[config.mk]
export PLATFORM = sky130hd
export DESIGN_NAME = twilight_tune_sequencer_flat
export DESIGN_NICKNAME = d
export VERILOG_FILES = /design/src/rtl/twilight_tune_sequencer_pkg.sv /design/src/rtl/twilight_tune_sequencer_if.sv /design/src/rtl/twilight_tune_sequencer_tone_div.sv /design/src/rtl/twilight_tune_sequencer.sv /design/src/flat_wrapper.sv
export SDC_FILE = /design/constraint.sdc
export NUM_CORES = 1
export LEC_CHECK = 0
export BUFFER_PORTS_ARGS = -buffer_cell sky130_fd_sc_hd__buf_4
export CORE_MARGIN = 8
export CORE_UTILIZATION = 56
export DETAILED_ROUTE_END_ITERATION = 8
export PLACE_DENSITY = 0.85
export SLEW_MARGIN = 15
export SYNTH_ARGS = -nofsm -noshare
export SYNTH_HDL_FRONTEND = slang
export SYNTH_HIERARCHICAL = 1
export SYNTH_SLANG_ARGS = --single-unit
[constraint.sdc]
create_clock -name clk -period 4.5 [get_ports clk]
set_input_delay 1.125 -clock clk [delete_from_list [all_inputs] [get_ports clk]]
set_output_delay 1.125 -clock clk [all_outputs]
set_load 0.02 [all_outputs]
[src/rtl/twilight_tune_sequencer_pkg.sv]
// rtl/twilight_tune_sequencer_pkg.sv - states, note frequencies and tune table for the melody sequencer
package twilight_pkg;

    typedef logic [1:0] state_t;
    localparam state_t ST_IDLE = 2'd0;
    localparam state_t ST_LOAD = 2'd1;
    localparam state_t ST_PLAY = 2'd2;
    localparam state_t ST_GAP  = 2'd3;

    typedef struct packed {
        logic [3:0] pitch;
        logic [3:0] dur;
    } note_t;

    // Pitch code 0 is a rest and has no frequency.
    localparam int NOTE_HZ [16] = '{0, 262, 294, 330, 349, 392, 440, 494,
                                    523, 587, 659, 698, 784, 880, 988, 1047};

    // Each entry is {pitch, dur}; a duration of 0 plays for 16 frames.
    localparam logic [7:0] TUNE [16] = '{8'h62, 8'h01, 8'hD3, 8'hA1, 8'h91, 8'h82, 8'h01, 8'h50,
                                         8'h31, 8'h51, 8'h61, 8'hC1, 8'hF1, 8'hE1, 8'h01, 8'h81};

    function automatic int hz_to_half(input int clk_hz, input int hz);
        return (hz == 0) ? 0 : clk_hz / (2 * hz);
    endfunction

endpackage

[src/rtl/twilight_tune_sequencer_if.sv]
// rtl/twilight_tune_sequencer_if.sv - control and audio/beat signals of the tune sequencer
interface twilight_tune_sequencer_if #(
    parameter int NOTE_COUNT = 16
);
    localparam int STEP_W = $clog2(NOTE_COUNT);

    logic              enable;
    logic              mute;
    logic              frame_tick;
    logic              aud_pwm;
    logic              aud_sd;
    logic              playing;
    logic              beat;
    logic [STEP_W-1:0] step;

    modport master (
        output enable, mute, frame_tick,
        input  aud_pwm, aud_sd, playing, beat, step
    );

    modport slave (
        input  enable, mute, frame_tick,
        output aud_pwm, aud_sd, playing, beat, step
    );

endinterface

[src/rtl/twilight_tune_sequencer_tone_div.sv]
// rtl/twilight_tune_sequencer_tone_div.sv - loadable half-period down-counter with toggle flop
module tune_tone_div #(
    parameter int DIV_W = 18
) (
    input  logic             clk,
    input  logic             rst_n,
    input  logic             load,
    input  logic             run,
    input  logic [DIV_W-1:0] half,
    output logic             out,
    output logic             out_next
);

    logic [DIV_W-1:0] cnt;
    logic [DIV_W-1:0] cnt_next;
    logic [DIV_W-1:0] half_q;

    // out_next lets the owner register a gated copy of the tone without adding a cycle of lag.
    always_comb begin
        cnt_next = cnt;
        out_next = out;
        if (load) begin
            cnt_next = half - 1'b1;
            out_next = 1'b0;
        end else if (run) begin
            if (cnt == '0) begin
                cnt_next = half_q - 1'b1;
                out_next = ~out;
            end else begin
                cnt_next = cnt - 1'b1;
            end
        end
    end

    always_ff @(posedge clk) begin
        if (!rst_n) begin
            cnt    <= '0;
            half_q <= '0;
            out    <= 1'b0;
        end else begin
            cnt <= cnt_next;
            out <= out_next;
            if (load) begin
                half_q <= half;
            end
        end
    end

endmodule

[src/rtl/twilight_tune_sequencer.sv]
// rtl/twilight_tune_sequencer.sv - frame-paced melody sequencer driving a square-wave tone and beat pulse
module twilight_tune_sequencer
    import twilight_pkg::*;
#(
    parameter int CLK_HZ     = 100_000_000,
    parameter int NOTE_COUNT = 16,
    parameter int DIV_W      = 18
) (
    input logic                       clk,
    input logic                       rst_n,
    twilight_tune_sequencer_if.slave  bus
);

    localparam int STEP_W = $clog2(NOTE_COUNT);

    state_t            state;
    state_t            state_nxt;
    logic [STEP_W-1:0] step_q;
    logic [3:0]        pitch_q;
    logic [4:0]        dur_q;
    logic [4:0]        frames;
    logic              beat_q;
    logic              playing_q;
    logic              aud_pwm_q;
    logic              tone;
    logic              tone_next;
    note_t             cur;
    logic [DIV_W-1:0]  half_tab [16];

    for (genvar i = 0; i < 16; i++) begin : g_half
        assign half_tab[i] = DIV_W'(hz_to_half(CLK_HZ, NOTE_HZ[i]));
    end

    assign cur = note_t'(TUNE[step_q]);

    // Dropping enable takes priority over any frame_tick in the same cycle.
    always_comb begin
        state_nxt = state;
        if (state != ST_IDLE && !bus.enable) begin
            state_nxt = ST_IDLE;
        end else begin
            case (state)
                ST_IDLE: if (bus.enable) state_nxt = ST_LOAD;
                ST_LOAD: state_nxt = ST_PLAY;
                ST_PLAY: if (bus.frame_tick && (frames + 5'd1) == dur_q) state_nxt = ST_GAP;
                ST_GAP:  if (bus.frame_tick) state_nxt = ST_LOAD;
                default: state_nxt = ST_IDLE;
            endcase
        end
    end

    tune_tone_div #(.DIV_W(DIV_W)) u_tone_div (
        .clk      (clk),
        .rst_n    (rst_n),
        .load     (state == ST_LOAD),
        .run      ((state == ST_PLAY) && (pitch_q != 4'd0)),
        .half     (half_tab[cur.pitch]),
        .out      (tone),
        .out_next (tone_next)
    );

    always_ff @(posedge clk) begin
        if (!rst_n) begin
            state     <= ST_IDLE;
            step_q    <= '0;
            pitch_q   <= '0;
            dur_q     <= '0;
            frames    <= '0;
            beat_q    <= 1'b0;
            playing_q <= 1'b0;
            aud_pwm_q <= 1'b0;
        end else begin
            state     <= state_nxt;
            // playing stays up through the LOAD between notes but not the one right after IDLE.
            playing_q <= (state != ST_IDLE) && (state_nxt != ST_IDLE);
            beat_q    <= (state == ST_LOAD) && (state_nxt == ST_PLAY);
            aud_pwm_q <= (state_nxt == ST_PLAY) && !bus.mute && tone_next;

            if (state_nxt == ST_IDLE) begin
                step_q <= '0;
            end else if (state == ST_GAP && state_nxt == ST_LOAD) begin
                step_q <= step_q + 1'b1;
            end

            if (state == ST_LOAD) begin
                pitch_q <= cur.pitch;
                dur_q   <= {cur.dur == 4'd0, cur.dur};
                frames  <= '0;
            end else if (state == ST_PLAY && bus.frame_tick) begin
                frames <= frames + 5'd1;
            end
        end
    end

    assign bus.aud_pwm = aud_pwm_q;
    assign bus.aud_sd  = playing_q;
    assign bus.playing = playing_q;
    assign bus.beat    = beat_q;
    assign bus.step    = step_q;

endmodule

[src/flat_wrapper.sv]
// flat-port wrapper written by rule: the top's interface ports become plain ports
module twilight_tune_sequencer_flat import twilight_pkg::*;
#(
    parameter int CLK_HZ     = 100_000_000,
    parameter int NOTE_COUNT = 16,
    parameter int DIV_W      = 18
)
  (clk, rst_n, bus_enable, bus_mute, bus_frame_tick, bus_aud_pwm, bus_aud_sd, bus_playing, bus_beat, bus_step);
  twilight_tune_sequencer_if #(.NOTE_COUNT(NOTE_COUNT)) bus_i ();
  input logic clk;
  input logic rst_n;
  input wire logic [$bits(bus_i.enable)-1:0] bus_enable;
  input wire logic [$bits(bus_i.mute)-1:0] bus_mute;
  input wire logic [$bits(bus_i.frame_tick)-1:0] bus_frame_tick;
  output wire logic [$bits(bus_i.aud_pwm)-1:0] bus_aud_pwm;
  output wire logic [$bits(bus_i.aud_sd)-1:0] bus_aud_sd;
  output wire logic [$bits(bus_i.playing)-1:0] bus_playing;
  output wire logic [$bits(bus_i.beat)-1:0] bus_beat;
  output wire logic [$bits(bus_i.step)-1:0] bus_step;
  assign bus_i.enable = bus_enable;
  assign bus_i.mute = bus_mute;
  assign bus_i.frame_tick = bus_frame_tick;
  assign bus_aud_pwm = bus_i.aud_pwm;
  assign bus_aud_sd = bus_i.aud_sd;
  assign bus_playing = bus_i.playing;
  assign bus_beat = bus_i.beat;
  assign bus_step = bus_i.step;
  twilight_tune_sequencer #(.CLK_HZ(CLK_HZ), .NOTE_COUNT(NOTE_COUNT), .DIV_W(DIV_W)) u_core (.clk(clk), .rst_n(rst_n), .bus(bus_i));
endmodule
# Yosys cells after proc, flatten, opt, wreduce, memory -nomap -nowiden
# Memory sizes are Yosys's and may differ from the RTL's.
# Index checks and enable logic that the tools add are counted.
# totals
out_inout_bits	8
mem_bits_ro	416
word_cells	66
regBits	60
inputBits	5
memories	2
# memory_table
memory	depth	word_bits	read_ports	rd_clocked_by_memory_dff	wr	line	text
(name not given)	16	18	1	0	0	twilight_tune_sequencer.sv:57	.half (half_tab[cur.pitch]),
(name not given)	16	8	1	0	0	twilight_tune_sequencer.sv:34	assign cur = note_t'(TUNE[step_q]);
# classes
mux	15
order_cmp	2
n_bitwise	4
n_reduce_logical	21
n_addsub	5
eq_ne	6
# ops
cell	n
18-bit 2-to-1 mux	5
18-bit by 1-bit subtractor with 18-bit output (second input constant)	3
18-bit zero test	1
8-bit 2-to-1 mux	2
5-bit >= comparator (second input constant)	2
4-bit NOT with 5-bit output	2
1-bit logical AND	9
2-bit 2-to-1 mux	4
2-bit case mux with 4 select lines	1
2-bit == test (second input constant)	3
2-bit nonzero test	3
5-bit by 1-bit adder with 5-bit output (second input constant)	1
5-bit == test	1
4-bit by 1-bit adder with 4-bit output (second input constant)	1
2-bit by 1-bit == test with 1-bit output (second input constant)	2
2-bit zero test	2
4-bit zero test	1
4-bit nonzero test	1
2-bit OR reduction	2
1-bit 2-to-1 mux	3
1-bit zero test	2
1-bit NOT	2

# Logic depth before layout (Yosys ltp)
# depth
word_depth	10
mapped_depth	16
mapped_depth_nobuf	16

# Hierarchy
# The synthesis kept the hierarchy.
# modules_own_cells
mod	n_inst	seq_area_each_um2	cells_per_inst	area_per_inst_um2
tune_tone_div	1	740.7	283	2162.1
twilight_tune_sequencer	1	420.4	203	1619.1

# Worst setup path after synthesis
# Ideal clock, no wire load.
# synth_path
kind	flip-flop to flip-flop
startpoint	reg u_core.step_q[0] (netlist: u_core/bus.step[0])
endpoint	reg u_core.u_tone_div.cnt[10]
setup_time_ns	0.088
arrival_ns	4.361
period_less_slack_ns	4.450
path_buffers	1
setup_slack_ns	0.050
path_stages_with_launch	16
required_ns	4.412
cell_sequence	dfxtp_1 inv_1 ha_1 mux2_2 o22ai_1 ha_1 clkbuf_1 nor2_1 a21oi_1 mux2_4 nand2_1 a21boi_0 o31ai_1 or4bb_2 or3_1 a311oi_2
# synth_lines
item	line	text
start, declared	twilight_tune_sequencer.sv:18	logic [STEP_W-1:0] step_q;
start signal, assigned	twilight_tune_sequencer.sv:82	step_q <= step_q + 1'b1;
end signal, assigned	twilight_tune_sequencer_tone_div.sv:41	cnt <= cnt_next;
end, declared	twilight_tune_sequencer_tone_div.sv:14	logic [DIV_W-1:0] cnt;

# Worst setup path after layout
# layout_path
startpoint	reg u_core.step_q[1] (netlist: u_core/bus.step[1])
endpoint	reg u_core.u_tone_div.cnt[12]
# layout_via
elab_chain_len	10
# layout_lines
item	line	text
4-bit NOT with 5-bit output (not written as such)	twilight_tune_sequencer.sv:34	
memory 16 x 8 bit	n/a	
8-bit 2-to-1 mux (not written as such) (2 in a row)	twilight_tune_sequencer.sv:34	
4-bit NOT with 5-bit output (not written as such)	twilight_tune_sequencer.sv:57	
memory 16 x 18 bit	n/a	
18-bit 2-to-1 mux (not written as such) (2 in a row)	twilight_tune_sequencer.sv:57	
18-bit by 1-bit subtractor with 18-bit output	twilight_tune_sequencer_tone_div.sv:23	cnt_next = half - 1'b1;
18-bit 2-to-1 mux	twilight_tune_sequencer_tone_div.sv:22	if (load) begin
# Every way passes these cells. The select of a mux whose other input is x is not followed.
# A chain may end at the register's enable or synchronous reset.

==> metrics.txt <==
cell accounting for the most synthesized area dfxtp_1; maximum vdd drop 256 uV; final worst slack 0.235 ns; Net count, final just over 500; commonest non-fill, non-tap cell in the layout nand2_1; CTS sink cnt 58; # setup viols final 0; via/cell ratio between 6 and 7; Die Area approximately 9600 um^2; Tcrit/Tclk final 0.948; CTS tree done; CP required about 4.8 ns; non-filler instance count after layout around 580; clock tree buffer depth 2; vias in the first global route ~3500; largest net degree at the start of global routing 33; Synth Net Count between 500 and 600; Final ANT Viol Nets 0; row count 30; Synth top area share 0.307; status finished clean; share of cells above drive strength 1 0.143; pwr dens approximately 330 nW/um^2; synthesized instance count about 500; worst-margin pin slew roughly 0.65 ns; sequential area share after synthesis 0.307; total track usage 0.211; Netlist cell types 72; synthesized flop and latch total 58; gpl congestion 0.950; Buf/Inv on CP 2; Fin. Hold Viols 0; drt initial violations approximately 360; n_diodes 0; final wirelength just over 10000 um; worst path arrival time roughly 4.5 ns; leakage power about 1.6 nW; Post-Syn Area per Cell a little under 8 um^2; Fmax between 200 and 250 MHz; most frequent CP cell ha_1; slowest CP cell or4bb_2; # fillers between 500 and 600; Initial Utilization 0.566; Die Wd between 90 and 100 um; DR pass1 iterations 5; grt total ovfl 0; Die Y about 100 um; startpoint types register; Clock Latency Late Sink between 0.3 and 0.4 ns; CP peak stage delay 0.78 ns; Synth Flop Type dfxtp_1; initial antenna violation count 0; setup bufs post-CTS 0; vias post-DR between 3000 and 4000; Reg clk slew, reported paths 0.07 ns; area grow syn2layout 9.99%; YS warnings 6; Crit path max-delay family simple AND/OR/NAND/NOR gates; DP HPWL roughly 7000 um; Final Core Density 0.622; IO Count 13; Avg WL per Cell 17.6 um; total power 1.38 mW; Slew Viols, Final 0; number of cells in the design after placement between 500 and 600; Hold Crit Class reg2reg; Slew headroom 0.563; PortBufs 12; max cap viols 0; first-pass GRT wire length roughly 17000 um; Placeable Area about 6700 um^2; crit end category register; most frequent cells in the layout nand2_1, dfxtp_1, nor2_1, a21oi_1, o21ai_0; Crit Path Category reg2reg; min cycle time layout roughly 4.3 ns; Post-synth EDFFs 0; Num CTS Buffers 9; CP cell instances buf_4 -> ha_1 -> inv_1 -> mux4_2 -> ha_1 -> nor2_1 -> a21oi_1 -> mux2_4 -> nand2_1 -> a21boi_0 -> o31ai_1 -> or4bb_2 -> or3_1 -> a311oi_2; cts-stage hold buffer count 0; ys async rst share 0; Synth area leaders dfxtp_1, nand2_1, nor2_1, a21oi_1, ha_1; CTS H-Tree Depth 3; Setup Skew about 0.013 ns; pre-CTS WS ~0.28 ns; crit-path max FO 9; DRC 0; CTS root buffer clkbuf_8; Syn Std Cell Area 3780 um^2
worst register-to-register path, cell delays in order, from the launching register on:
cell and delay (ns):
dfxtp_1 0.37, buf_4 0.18, ha_1 0.21, inv_1 0.05, mux4_2 0.57, ha_1 0.35
nor2_1 0.14, a21oi_1 0.08, mux2_4 0.28, nand2_1 0.09, a21boi_0 0.18, o31ai_1 0.16
or4bb_2 0.78, or3_1 0.44, a311oi_2 0.29
stage by stage:
step	setup TNS (ns)	area [um^2]	hold WS (ns)
4_1_cts	0	4140	0.469
5_1_grt	-0.00736	4160	0.493
3_5_place_dp	0	3920	0.463
6_report	0	4160	0.468
3_3_place_gp	0	3920	0.455
2_1_floorplan	0	3780	0.436
final timing paths:
check	start	end	slack [ns]	cells past startpoint
max	u_core/bus.step[1]	u_core/u_tone_div/cnt[12]	0.23	14
min	u_core/u_tone_div/half_q[16]	u_core/u_tone_div/half_q[16]	0.47	2
min reg2reg	u_core/u_tone_div/half_q[16]	u_core/u_tone_div/half_q[16]	0.47	2
max reg2reg	u_core/bus.step[1]	u_core/u_tone_div/cnt[12]	0.23	14
cell usage after synthesis, types with 3 or more instances:
master	number
ha_1	14
xnor2_1	7
or3_1	9
a31oi_1	18
buf_2	3
a21oi_1	35
nand2b_1	3
or4_1	4
buf_4	4
a311oi_2	4
nand4_1	3
nand2_1	65
o211ai_1	6
o211a_1	4
nand3_1	12
o21ai_1	8
inv_1	13
nor2_1	50
clkbuf_1	16
nor4_1	3
o31ai_1	7
mux2i_1	8
dfxtp_1	58
a21boi_0	6
nor2b_1	3
nor3_1	15
o31a_1	3
a211oi_1	4
or2_2	6
xor2_1	10
o21ai_0	32
buf_6	4
registers in the layout, summed over array words and instances, names as in the netlist:
register                  cells
u_core/u_tone_div/out         1
u_core/bus.aud_pwm            1
u_core/bus.beat               1
u_core/bus.step               4
u_core/bus.aud_sd             1
u_core/frames                 5
u_core/pitch_q                4
u_core/state                  2
u_core/u_tone_div/half_q     18
u_core/dur_q                  3
u_core/u_tone_div/cnt        18
power breakdown:
| part | leakage (nW) | internal (mW) | total (mW) | switching, mW |
|---|---|---|---|---|
| clock | 0.115 | 0.328 | 0.531 | 0.203 |
| combinational | 0.998 | 0.102 | 0.285 | 0.183 |
| sequential | 0.474 | 0.539 | 0.562 | 0.0227 |
| total | 1.59 | 0.970 | 1.38 | 0.409 |
layout make-up:
cell class / instances / area [um^2] / area share
multi-input cells: 385 / 2430 / 0.584
clock buffers: 14 / 193 / 0.0463
well taps: 80 / 100 / 0.0241
inverters: 14 / 57.6 / 0.0138
clock inverters: 1 / 30.0 / 0.00722
flip-flops and latches: 58 / 1160 / 0.279
repair buffers: 25 / 188 / 0.0451
metal layers:
layer / track usage / part of all wire
met5: 0 / 0
met4: 0.106 / 0.031
met3: 0.0469 / 0.075
met2: 0.354 / 0.49
met1: 0.248 / 0.41
kinds of logic (layout without fill, tap and decap cells):
family | after synthesis | in the layout | synth area share
AOI/OAI and AO/OA | 151 | 151 | 0.272
xor gates and xnor gates | 17 | 17 | 0.0394
adders and majority gates | 14 | 14 | 0.0463
buffers and inverters | 43 | 54 | 0.0569
DFF | 58 | 58 | 0.307
muxes | 11 | 11 | 0.0341
and+or+nand+nor | 192 | 192 | 0.244
repair_timing:
action | CTS | global route
endpoints found under the setup margin | 0 | 2
resized for setup | 0 | 4
hold endpoints to repair | 0 | 0
Note: power is estimated with default switching activity, not from simulation.
